==> config.mk <==
export PLATFORM = sky130hd
export DESIGN_NAME = stage_sequencer
export DESIGN_NICKNAME = d
export VERILOG_FILES = /design/src/rtl/stage_pkg.sv /design/src/rtl/wait_watchdog.sv /design/src/rtl/stage_sequencer.sv
export SDC_FILE = /design/constraint.sdc
export NUM_CORES = 1
export LEC_CHECK = 0
export ABC_CLOCK_PERIOD_IN_PS = 2200
export CORE_UTILIZATION = 42
export CTS_BUF_LIST = sky130_fd_sc_hd__clkbuf_4
export CTS_CLUSTER_DIAMETER = 80
export DETAILED_ROUTE_END_ITERATION = 7
export PLACE_DENSITY = 0.68
export SETUP_SLACK_MARGIN = 0.1
export SLEW_MARGIN = 10
export SYNTH_ARGS = -nofsm -noshare
export SYNTH_HDL_FRONTEND = slang
export SYNTH_SLANG_ARGS = --single-unit
==> constraint.sdc <==
create_clock -name clk -period 2.2 [get_ports clk]
set_input_delay 0.22 -clock clk [delete_from_list [all_inputs] [get_ports clk]]
set_output_delay 0.22 -clock clk [all_outputs]
set_load 0.01 [all_outputs]
==> src/rtl/stage_pkg.sv <==
// Shared constants and types for the multicycle stage sequencer.
package stage_pkg;

  localparam logic [6:0] OP_R   = 7'b0110011;
  localparam logic [6:0] OP_LW  = 7'b0000011;
  localparam logic [6:0] OP_SW  = 7'b0100011;
  localparam logic [6:0] OP_BLT = 7'b1100011;

  localparam logic [3:0] EN_NONE   = 4'b0000;
  localparam logic [3:0] EN_FETCH  = 4'b0001;
  localparam logic [3:0] EN_DECODE = 4'b0010;
  localparam logic [3:0] EN_EXEC   = 4'b0100;
  localparam logic [3:0] EN_MEM    = 4'b1000;

  // Binary encoding; 3'b111 is the single unreachable code.
  typedef enum logic [2:0] {
    ST_IDLE   = 3'd0,
    ST_FETCH  = 3'd1,
    ST_DECODE = 3'd2,
    ST_EXEC   = 3'd3,
    ST_MEM    = 3'd4,
    ST_WB     = 3'd5,
    ST_HALT   = 3'd6
  } state_t;

  localparam logic [1:0] FC_NONE    = 2'b00;
  localparam logic [1:0] FC_ILLEGAL = 2'b01;
  localparam logic [1:0] FC_IMEM_TO = 2'b10;
  localparam logic [1:0] FC_DMEM_TO = 2'b11;

  function automatic logic [3:0] en_of(input state_t s);
    case (s)
      ST_FETCH:  return EN_FETCH;
      ST_DECODE: return EN_DECODE;
      ST_EXEC:   return EN_EXEC;
      ST_MEM:    return EN_MEM;
      default:   return EN_NONE;
    endcase
  endfunction

endpackage

==> src/rtl/wait_watchdog.sv <==
// Counts consecutive not-ready cycles of a memory handshake and flags a timeout.
module wait_watchdog #(
  parameter int unsigned WAIT_MAX = 15
) (
  input  logic clk,
  input  logic rst_n,
  input  logic clr,
  input  logic cnt_en,
  input  logic ready,
  output logic timeout
);

  localparam int unsigned CW = (WAIT_MAX < 2) ? 1 : $clog2(WAIT_MAX + 1);
  localparam logic [CW-1:0] LAST = CW'(WAIT_MAX - 1);

  logic [CW-1:0] cnt;

  always_ff @(posedge clk or negedge rst_n) begin
    if (!rst_n) begin
      cnt <= '0;
    end else if (clr) begin
      cnt <= '0;
    end else if (cnt_en && !ready) begin
      cnt <= cnt + CW'(1);
    end
  end

  // The WAIT_MAX-th waiting cycle trips the timeout unless ready shows up in it.
  assign timeout = cnt_en && !ready && (cnt == LAST);

endmodule

==> src/rtl/stage_sequencer.sv <==
// Multicycle control unit: FETCH -> DECODE -> EXEC -> [MEM] -> WB with
// memory handshakes, a shared wait watchdog and a retired-instruction counter.
module stage_sequencer
  import stage_pkg::*;
#(
  parameter int unsigned CNT_W    = 16,
  parameter int unsigned WAIT_MAX = 15
) (
  input  logic             clk,
  input  logic             rst_n,
  input  logic             run,
  input  logic             clear,
  input  logic [6:0]       opcode,
  input  logic             branch_taken,
  input  logic             imem_ready,
  input  logic             dmem_ready,
  output logic [3:0]       en,
  output logic             imem_req,
  output logic             dmem_req,
  output logic             dmem_we,
  output logic             reg_we,
  output logic             pc_we,
  output logic             pc_sel_branch,
  output logic             busy,
  output logic             fault,
  output logic [1:0]       fault_code,
  output logic [CNT_W-1:0] retired
);

  state_t     state;
  state_t     nxt;
  logic [6:0] op_q;
  logic [6:0] op_nxt;
  logic       taken_q;
  logic       taken_nxt;
  logic [1:0] code_nxt;

  logic wd_active;
  logic wd_ready;
  logic wd_timeout;

  assign wd_active = (state == ST_FETCH) || (state == ST_MEM);
  assign wd_ready  = (state == ST_MEM) ? dmem_ready : imem_ready;

  // Cleared in every non-waiting state, so entry to FETCH or MEM always starts at zero.
  wait_watchdog #(
    .WAIT_MAX(WAIT_MAX)
  ) u_wait_watchdog (
    .clk    (clk),
    .rst_n  (rst_n),
    .clr    (!wd_active),
    .cnt_en (wd_active),
    .ready  (wd_ready),
    .timeout(wd_timeout)
  );

  always_comb begin
    nxt       = state;
    op_nxt    = op_q;
    taken_nxt = taken_q;
    code_nxt  = fault_code;
    case (state)
      ST_IDLE: begin
        if (run) nxt = ST_FETCH;
      end
      ST_FETCH: begin
        if (imem_ready) begin
          nxt = ST_DECODE;
        end else if (wd_timeout) begin
          nxt      = ST_HALT;
          code_nxt = FC_IMEM_TO;
        end
      end
      ST_DECODE: begin
        nxt = ST_EXEC;
      end
      ST_EXEC: begin
        op_nxt    = opcode;
        taken_nxt = branch_taken;
        case (opcode)
          OP_R, OP_BLT: nxt = ST_WB;
          OP_LW, OP_SW: nxt = ST_MEM;
          default: begin
            nxt      = ST_HALT;
            code_nxt = FC_ILLEGAL;
          end
        endcase
      end
      ST_MEM: begin
        if (dmem_ready) begin
          nxt = ST_WB;
        end else if (wd_timeout) begin
          nxt      = ST_HALT;
          code_nxt = FC_DMEM_TO;
        end
      end
      ST_WB: begin
        nxt = run ? ST_FETCH : ST_IDLE;
      end
      ST_HALT: begin
        if (clear) begin
          nxt      = ST_IDLE;
          code_nxt = FC_NONE;
        end
      end
      default: begin
        nxt      = ST_HALT;
        code_nxt = FC_ILLEGAL;
      end
    endcase
  end

  // Outputs are decoded from the next state so they register in step with it.
  always_ff @(posedge clk or negedge rst_n) begin
    if (!rst_n) begin
      state         <= ST_IDLE;
      op_q          <= '0;
      taken_q       <= 1'b0;
      en            <= EN_NONE;
      imem_req      <= 1'b0;
      dmem_req      <= 1'b0;
      dmem_we       <= 1'b0;
      reg_we        <= 1'b0;
      pc_we         <= 1'b0;
      pc_sel_branch <= 1'b0;
      busy          <= 1'b0;
      fault         <= 1'b0;
      fault_code    <= FC_NONE;
      retired       <= '0;
    end else begin
      state         <= nxt;
      op_q          <= op_nxt;
      taken_q       <= taken_nxt;
      fault_code    <= code_nxt;
      en            <= en_of(nxt);
      imem_req      <= (nxt == ST_FETCH);
      dmem_req      <= (nxt == ST_MEM);
      dmem_we       <= (nxt == ST_MEM) && (op_nxt == OP_SW);
      reg_we        <= (nxt == ST_WB) && ((op_nxt == OP_R) || (op_nxt == OP_LW));
      pc_we         <= (nxt == ST_WB);
      pc_sel_branch <= (nxt == ST_WB) && (op_nxt == OP_BLT) && taken_nxt;
      busy          <= (nxt != ST_IDLE) && (nxt != ST_HALT);
      fault         <= (nxt == ST_HALT);
      if (state == ST_WB) retired <= retired + CNT_W'(1);
    end
  end

endmodule
==> flow_summary.json <==
{
  "run_status": "complete, no violations",
  "vias_per_cell": 5.01,
  "synthMuxAreaShare": 0.0567,
  "synth.ff_latch_count": 45,
  "yosysMostFrequentCell": "sky130_fd_sc_hd__dfrtp_1",
  "period_share": 0.887,
  "multi_input_combinational_cell_area_um2": 895,
  "cap_violations": 0,
  "register_area_share_after_synthesis": 0.537,
  "cts_made_buffers": 5,
  "finClkSkew_ns": 0.0154,
  "seq_area_um2": 1130,
  "min_period_ns": 1.95,
  "synth_top_flop_cell": "sky130_fd_sc_hd__dfrtp_1",
  "cellInternalPower_w": 0.00180,
  "finalNetCount": 252,
  "cts_root_buf": "sky130_fd_sc_hd__clkbuf_4",
  "leakagePower_nw": 1.19,
  "placement.io_buffers": 43,
  "synth_enable_flop_cells": 0,
  "worst-slew-pin-transition_ns": 0.547,
  "synth_async_sr_flop_share": 1.00,
  "floorplan.rows": 25,
  "power.share.switching": 0.351,
  "clkPwrFrac": 0.149,
  "synthSimpleGateAreaFrac": 0.198,
  "die_height_um": 72.7,
  "timing.critical_path.required_ns": 2.49,
  "cell_taking_the_most_area_after_synthesis": "sky130_fd_sc_hd__dfrtp_1",
  "grt.total_usage": 0.171,
  "gp_congestion": 0.763,
  "ir_worst_vdd_uv": 588,
  "synthAdderAreaFrac": 0.0179,
  "critical_path.max_fanout": 6,
  "combinational_share_of_power": 0.403,
  "synth.avg_cell_area_um2": 11.5,
  "power.sequential.fraction": 0.448,
  "cts_tree": "done",
  "htreeDepth": 2,
  "placedCellCount": 294,
  "place_hpwl_mm": 2.91,
  "synth.area.top_cells": "sky130_fd_sc_hd__dfrtp_1 (54%), sky130_fd_sc_hd__xnor2_1 (4.2%), sky130_fd_sc_hd__mux2_2 (3.8%), sky130_fd_sc_hd__xor2_1 (3.8%), sky130_fd_sc_hd__nand3_1 (2.4%)",
  "rsz0062_at_grt": "no",
  "detail_route.wl_per_cell_um": 13.3,
  "final_setup_violation_count": 0,
  "clk_pin_slew_worst_paths_ns": 0.13,
  "fp.dieW_um": 72.7,
  "grt_total_ovfl": 0,
  "instances_no_fill": 303,
  "vias": 1517,
  "starting_density_of_the_core": 0.441,
  "clock_insertion_delay_worst_skew_ns": 0.36,
  "min-delay-path-class": "input pin to async pin",
  "worstSetupStartpointType": "register",
  "antennaDiodeCount": 0,
  "grt_pass1_wl_mm": 6.86,
  "power_density_nw_per_um2": 1030,
  "syn-cell-area_um2": 2100,
  "synth.distinct_cells": 42,
  "clkSinkCount": 45,
  "detail_route.wirelength_mm": 4.03,
  "switchingPower_w": 0.000975,
  "post_route_cells_drive_above_1_share": 0.144,
  "drv_slew": 0,
  "finalSetupTns_ns": 0,
  "synth_compound_area_frac": 0.0716,
  "grt_max_degree": 46,
  "drc_errors": 0,
  "yosysWarnings": 0,
  "synth_xor_area_frac": 0.0794,
  "synthesis.nets": 200,
  "antenna_violating_nets_post_route": 0,
  "ioPinCount": 44,
  "worstPathArrival_ns": 2.24,
  "max_slew_margin": 0.635,
  "die-area_um2": 5280,
  "r2r-start": "u_wait_watchdog.cnt[0]$_DFFE_PN0P_",
  "cts-root-to-sink-buffers": 2,
  "drtPass1Iterations": 4,
  "synth_top_family_by_area": "simple AND/OR/NAND/NOR gates",
  "placeableCoreArea_um2": 4750,
  "detail_route.iter0.violations": 52,
  "synth_largest_type_area_fraction": 0.537,
  "fillers": 431,
  "criticalPathCategory": "register to register",
  "crit_path_start": "u_wait_watchdog.cnt[0]$_DFFE_PN0P_",
  "grt_pass1_vias": 1508,
  "fin_worst_hold_slack_ns": 0.445,
  "antenna_violations_before_repair": 0,
  "max_freq_mhz": 512,
  "final_hold_viol_count": 0,
  "area_growth_pct": 28.6,
  "synthTopCellsByCount": "sky130_fd_sc_hd__dfrtp_1 (45), sky130_fd_sc_hd__nor2_1 (11), sky130_fd_sc_hd__nand3_1 (10), sky130_fd_sc_hd__xnor2_1 (10)",
  "timing.critical_path.to_type": "register",
  "post_synth_inst_count": 183
}
-- per-layer routing --
metal	wire [µm]	up-vias	part of all wire	track usage
met1	1920	722	0.48	0.223
met4	43	0	0.011	0.0784
met2	1880	45	0.47	0.277
met5	0	-	0	0
met3	185	6	0.046	0.0304
li1	-	744	-	-
-- final timing paths --
check | slack [ns] | end | cells after the start
worst min-delay path | 0.44 | retired[2]$_DFFE_PN0P_ | 3
min in group clk | 0.50 | retired[15]$_DFFE_PN0P_ | 1
worst min register to register | 0.50 | retired[15]$_DFFE_PN0P_ | 1
worst max register to register | 0.25 | dmem_we$_DFF_PN0_ | 7
worst max-delay path | 0.25 | dmem_we$_DFF_PN0_ | 7
max in group asynchronous | 1.33 | state[2]$_DFF_PN0_ | 3
-- registers in the layout, summed over array words and instances, names as in the netlist, 2 cells and up --
name and count:
u_wait_watchdog.cnt 4, fault_code 2, en 4, op_q 7
retired 16, state 3
-- stage by stage --
step                utilization  total power, W  area [µm²]  setup slack [ns]
finish                    0.567         0.00278        2700             0.248
global route              0.567         0.00299        2700             0.148
CTS                       0.565         0.00279        2690             0.121
detailed placement        0.551         0.00237        2620            0.0685
global placement          0.551         0.00236        2620             0.122
floorplan                     -         0.00197        2100             0.370
-- cells in the final DEF, fill, tap and decap left out, drive strengths merged, types with 2 or more instances in the layout --
cell	count
a211oi	2
a21oi	3
a32o	2
and2	3
and3	2
and4bb	2
buf	9
clkbuf	7
clkdlybuf4s50	42
dfrtp	45
ha	3
inv	9
mux2	7
mux2i	4
nand2	9
nand2b	2
nand3	10
nand3b	4
nand4	5
nor2	11
nor3	7
nor3b	4
nor4b	2
o21ai	7
o21ba	2
xnor2	10
xor2	9
-- cell families after synthesis --
group / after synthesis
xor gates and xnor gates: 19
adders and majority gates: 3
AOI/OAI and AO/OA: 21
muxes: 11
and+or+nand+nor: 68
DFF: 45
buffers and inverters: 16
-- power groups by stage --
stage	Combinational, W	Sequential, W	Clock (W)
2_1_floorplan	0.000751	0.00122	0
3_3_place_gp	0.00111	0.00125	0
3_5_place_dp	0.00112	0.00125	0
4_1_cts	0.00113	0.00124	0.000425
5_1_grt	0.00125	0.00128	0.000459
6_report	0.00112	0.00125	0.000413
-- repair_timing --
action                                  CTS  global route
hold endpoints to repair                 45             0
setup buffers                             0             0
hold buffers                              1             0
endpoints found under the setup margin    0             8
gates resized for setup                   0             3
-- worst max-delay path: stages (launching register included) --
cell                      delay (ns)
sky130_fd_sc_hd__dfrtp_1        0.45
sky130_fd_sc_hd__inv_1          0.06
sky130_fd_sc_hd__ha_1           0.19
sky130_fd_sc_hd__nand3_1        0.13
sky130_fd_sc_hd__o21ba_2        0.21
sky130_fd_sc_hd__a211o_1        0.33
sky130_fd_sc_hd__or3_4          0.36
sky130_fd_sc_hd__nor3_2         0.18
-- area by class of cell --
type	instances	share of cell area
sequential	45	0.419
timing repair buffer	52	0.184
tap	67	0.0311
clock buffer	7	0.0195
multi-input combinational	122	0.332
inverter	9	0.0125
clock inverter	1	0.00278
Power figures use the tool's default switching activity.
==> RTL change (same settings) <==
Set the parameter `CNT_W` to 32 (it was 16).
--- a/src/rtl/stage_sequencer.sv
+++ b/src/rtl/stage_sequencer.sv
@@ -5,3 +5,3 @@
 #(
-  parameter int unsigned CNT_W    = 16,
+  parameter int unsigned CNT_W    = 32,
   parameter int unsigned WAIT_MAX = 15
Ports: changed (resized retired); port bits go from 44 to 60. No check against the original RTL was run, so the function may have changed too.
==> RTL change against the unedited design <==
- power increased by 31%
- critical path type unchanged
- worst hold slack worse by 0.043 ns
- worst setup slack improved by 0.034 ns
- sequential cell count up 15
- via count increased by 44%
- die area rose by 36%
- largest power group unchanged
- global-route usage is 0.26 points higher
- critical path depth down 2
- routed wire length is 42% higher
- clock power is 130% higher
- count of clock-buffer cells in the layout up 3
- the flow now finishes with violations (design-rule violations)
- synthesized area grew 37%
- cell area grew 40%
==> RTL change: results (changes against the unedited design) <==
stage;metric;value;unit;change
outcome;run status;finished with violations;;
outcome;failing checks;design-rule violations;;
pwr;Static Leak;1.71;nW;+44%
critical_path;FF-to-FF path depth;5;;-2
route;DR pass1 iterations;6;;+2
synthesis;Netlist cell types;52;;+24%
grt;first-pass GRT wire length;9750;um;+42%
place;DP Cell Count;404;;+37%
route;vias per inst;5.19;;+3.6%
clock_tree;clk_lat worst skew;0.38;ns;+0.02 ns
route;Post-route DRC;6;;+6
route;wirelength, routed;5730;um;+42%
critical_path;max incr delay on CP;0.54;ns;+0.09 ns
grt;GRT Util Overall;0.173;;+0.00258
place;DP HPWL;4270;um;+47%
synthesis;sequential share of the synthesized area;0.521;;-0.0157
synthesis;Synth area leaders;dfrtp_1 (52%), xnor2_1 (7.3%), nand2_1 (5.0%), xor2_1 (3.6%), nor2_1 (2.5%);;
critical_path;critical path arrival;2.18;ns;-0.06 ns
synthesis;most frequent cells after synthesis;dfrtp_1 (60), nand2_1 (38), xnor2_1 (24);;
layout;top flop regs;retired (32), op_q (7), u_wait_watchdog.cnt (4);;
grt;vias in the first global route;2119;;+41%
synthesis;Mapped Cells;269;;+47%
synthesis;Synth Area in Adders;0.0130;;-0.00487
clock_tree;Reg clk slew, reported paths;0.10;ns;-0.03 ns
place;PortBufs;59;;+37%
route;1st-iter DRT viols;80;;+54%
[RTL change: cell types whose count changed in the layout (fill, tap and decap cells not counted), moves of 4 or more]
cell             unedited run  this run
xnor2_1                    10        24
nand2b_1                    2         7
dfrtp_1                    43        60
nand3_1                    10        14
mux2_2                      7         1
nor2_1                     11        19
clkdlybuf4s50_1            42        58
nand2_1                     9        38
and3_1                      2         8
[RTL change: layout make-up]
class | instances | area share
clock buffers | 10 | 0.0199
clock inverters | 6 | 0.0272
inverters | 10 | 0.00996
multi-input cells | 190 | 0.342
flip-flops and latches | 60 | 0.398
well taps | 77 | 0.0256
repair buffers | 68 | 0.177
[RTL change: metal layers]
layer,global-route usage,vias up,wire [um]
met5,0,-,0
met1,0.220,1034,2610
met3,0.0545,6,293
met4,0.0462,0,46
li1,-,1074,-
met2,0.290,70,2780
[RTL change: cells by family after synthesis]
| kind of cell | after synthesis |
|---|---|
| AND/OR/NAND/NOR | 126 |
| XOR/XNOR | 36 |
| AO/OA/AOI/OAI | 23 |
| multiplexers | 2 |
| flip-flops | 60 |
| buffers and inverters | 19 |
| adder cells (fa/ha/maj) | 3 |
[RTL change: final timing paths]
kind / start / end / slack (ns)
min in group clk: branch_taken / taken_q$_DFF_PN0_ / 0.40
worst max-delay path: state[2]$_DFF_PN0_ / retired[26]$_DFFE_PN0P_ / 0.28
max in group asynchronous: rst_n / u_wait_watchdog.cnt[3]$_DFFE_PN0P_ / 1.21
worst max register to register: state[2]$_DFF_PN0_ / retired[26]$_DFFE_PN0P_ / 0.28
worst min-delay path: rst_n / retired[12]$_DFFE_PN0P_ / 0.40
worst min register to register: retired[31]$_DFFE_PN0P_ / retired[31]$_DFFE_PN0P_ / 0.48
[RTL change: where the power goes]
| group | leakage [nW] | internal (mW) | switching, mW |
|---|---|---|---|
| registers | 0.802 | 1.31 | 0.202 |
| logic | 0.816 | 0.571 | 0.597 |
| clock network | 0.0955 | 0.580 | 0.382 |
[RTL change: worst register-to-register path, stage by stage, from the launching register on]
cell     delay, ns
dfrtp_1       0.54
and4b_2       0.36
nand3_2       0.12
nor4b_4       0.45
nand4_1       0.18
xnor2_1       0.16
[RTL change: metrics by stage]
step | power [mW] | area, sq um | hold slack [ns] | setup WS, ns
floorplan | 2.24 | 2880 | -0.0756 | 0.492
global placement | 2.68 | 3580 | 0.297 | 0.319
detailed placement | 2.70 | 3580 | 0.307 | 0.268
CTS | 3.69 | 3770 | 0.385 | 0.260
global route | 3.89 | 3770 | 0.409 | 0.104
finish | 3.65 | 3770 | 0.402 | 0.282
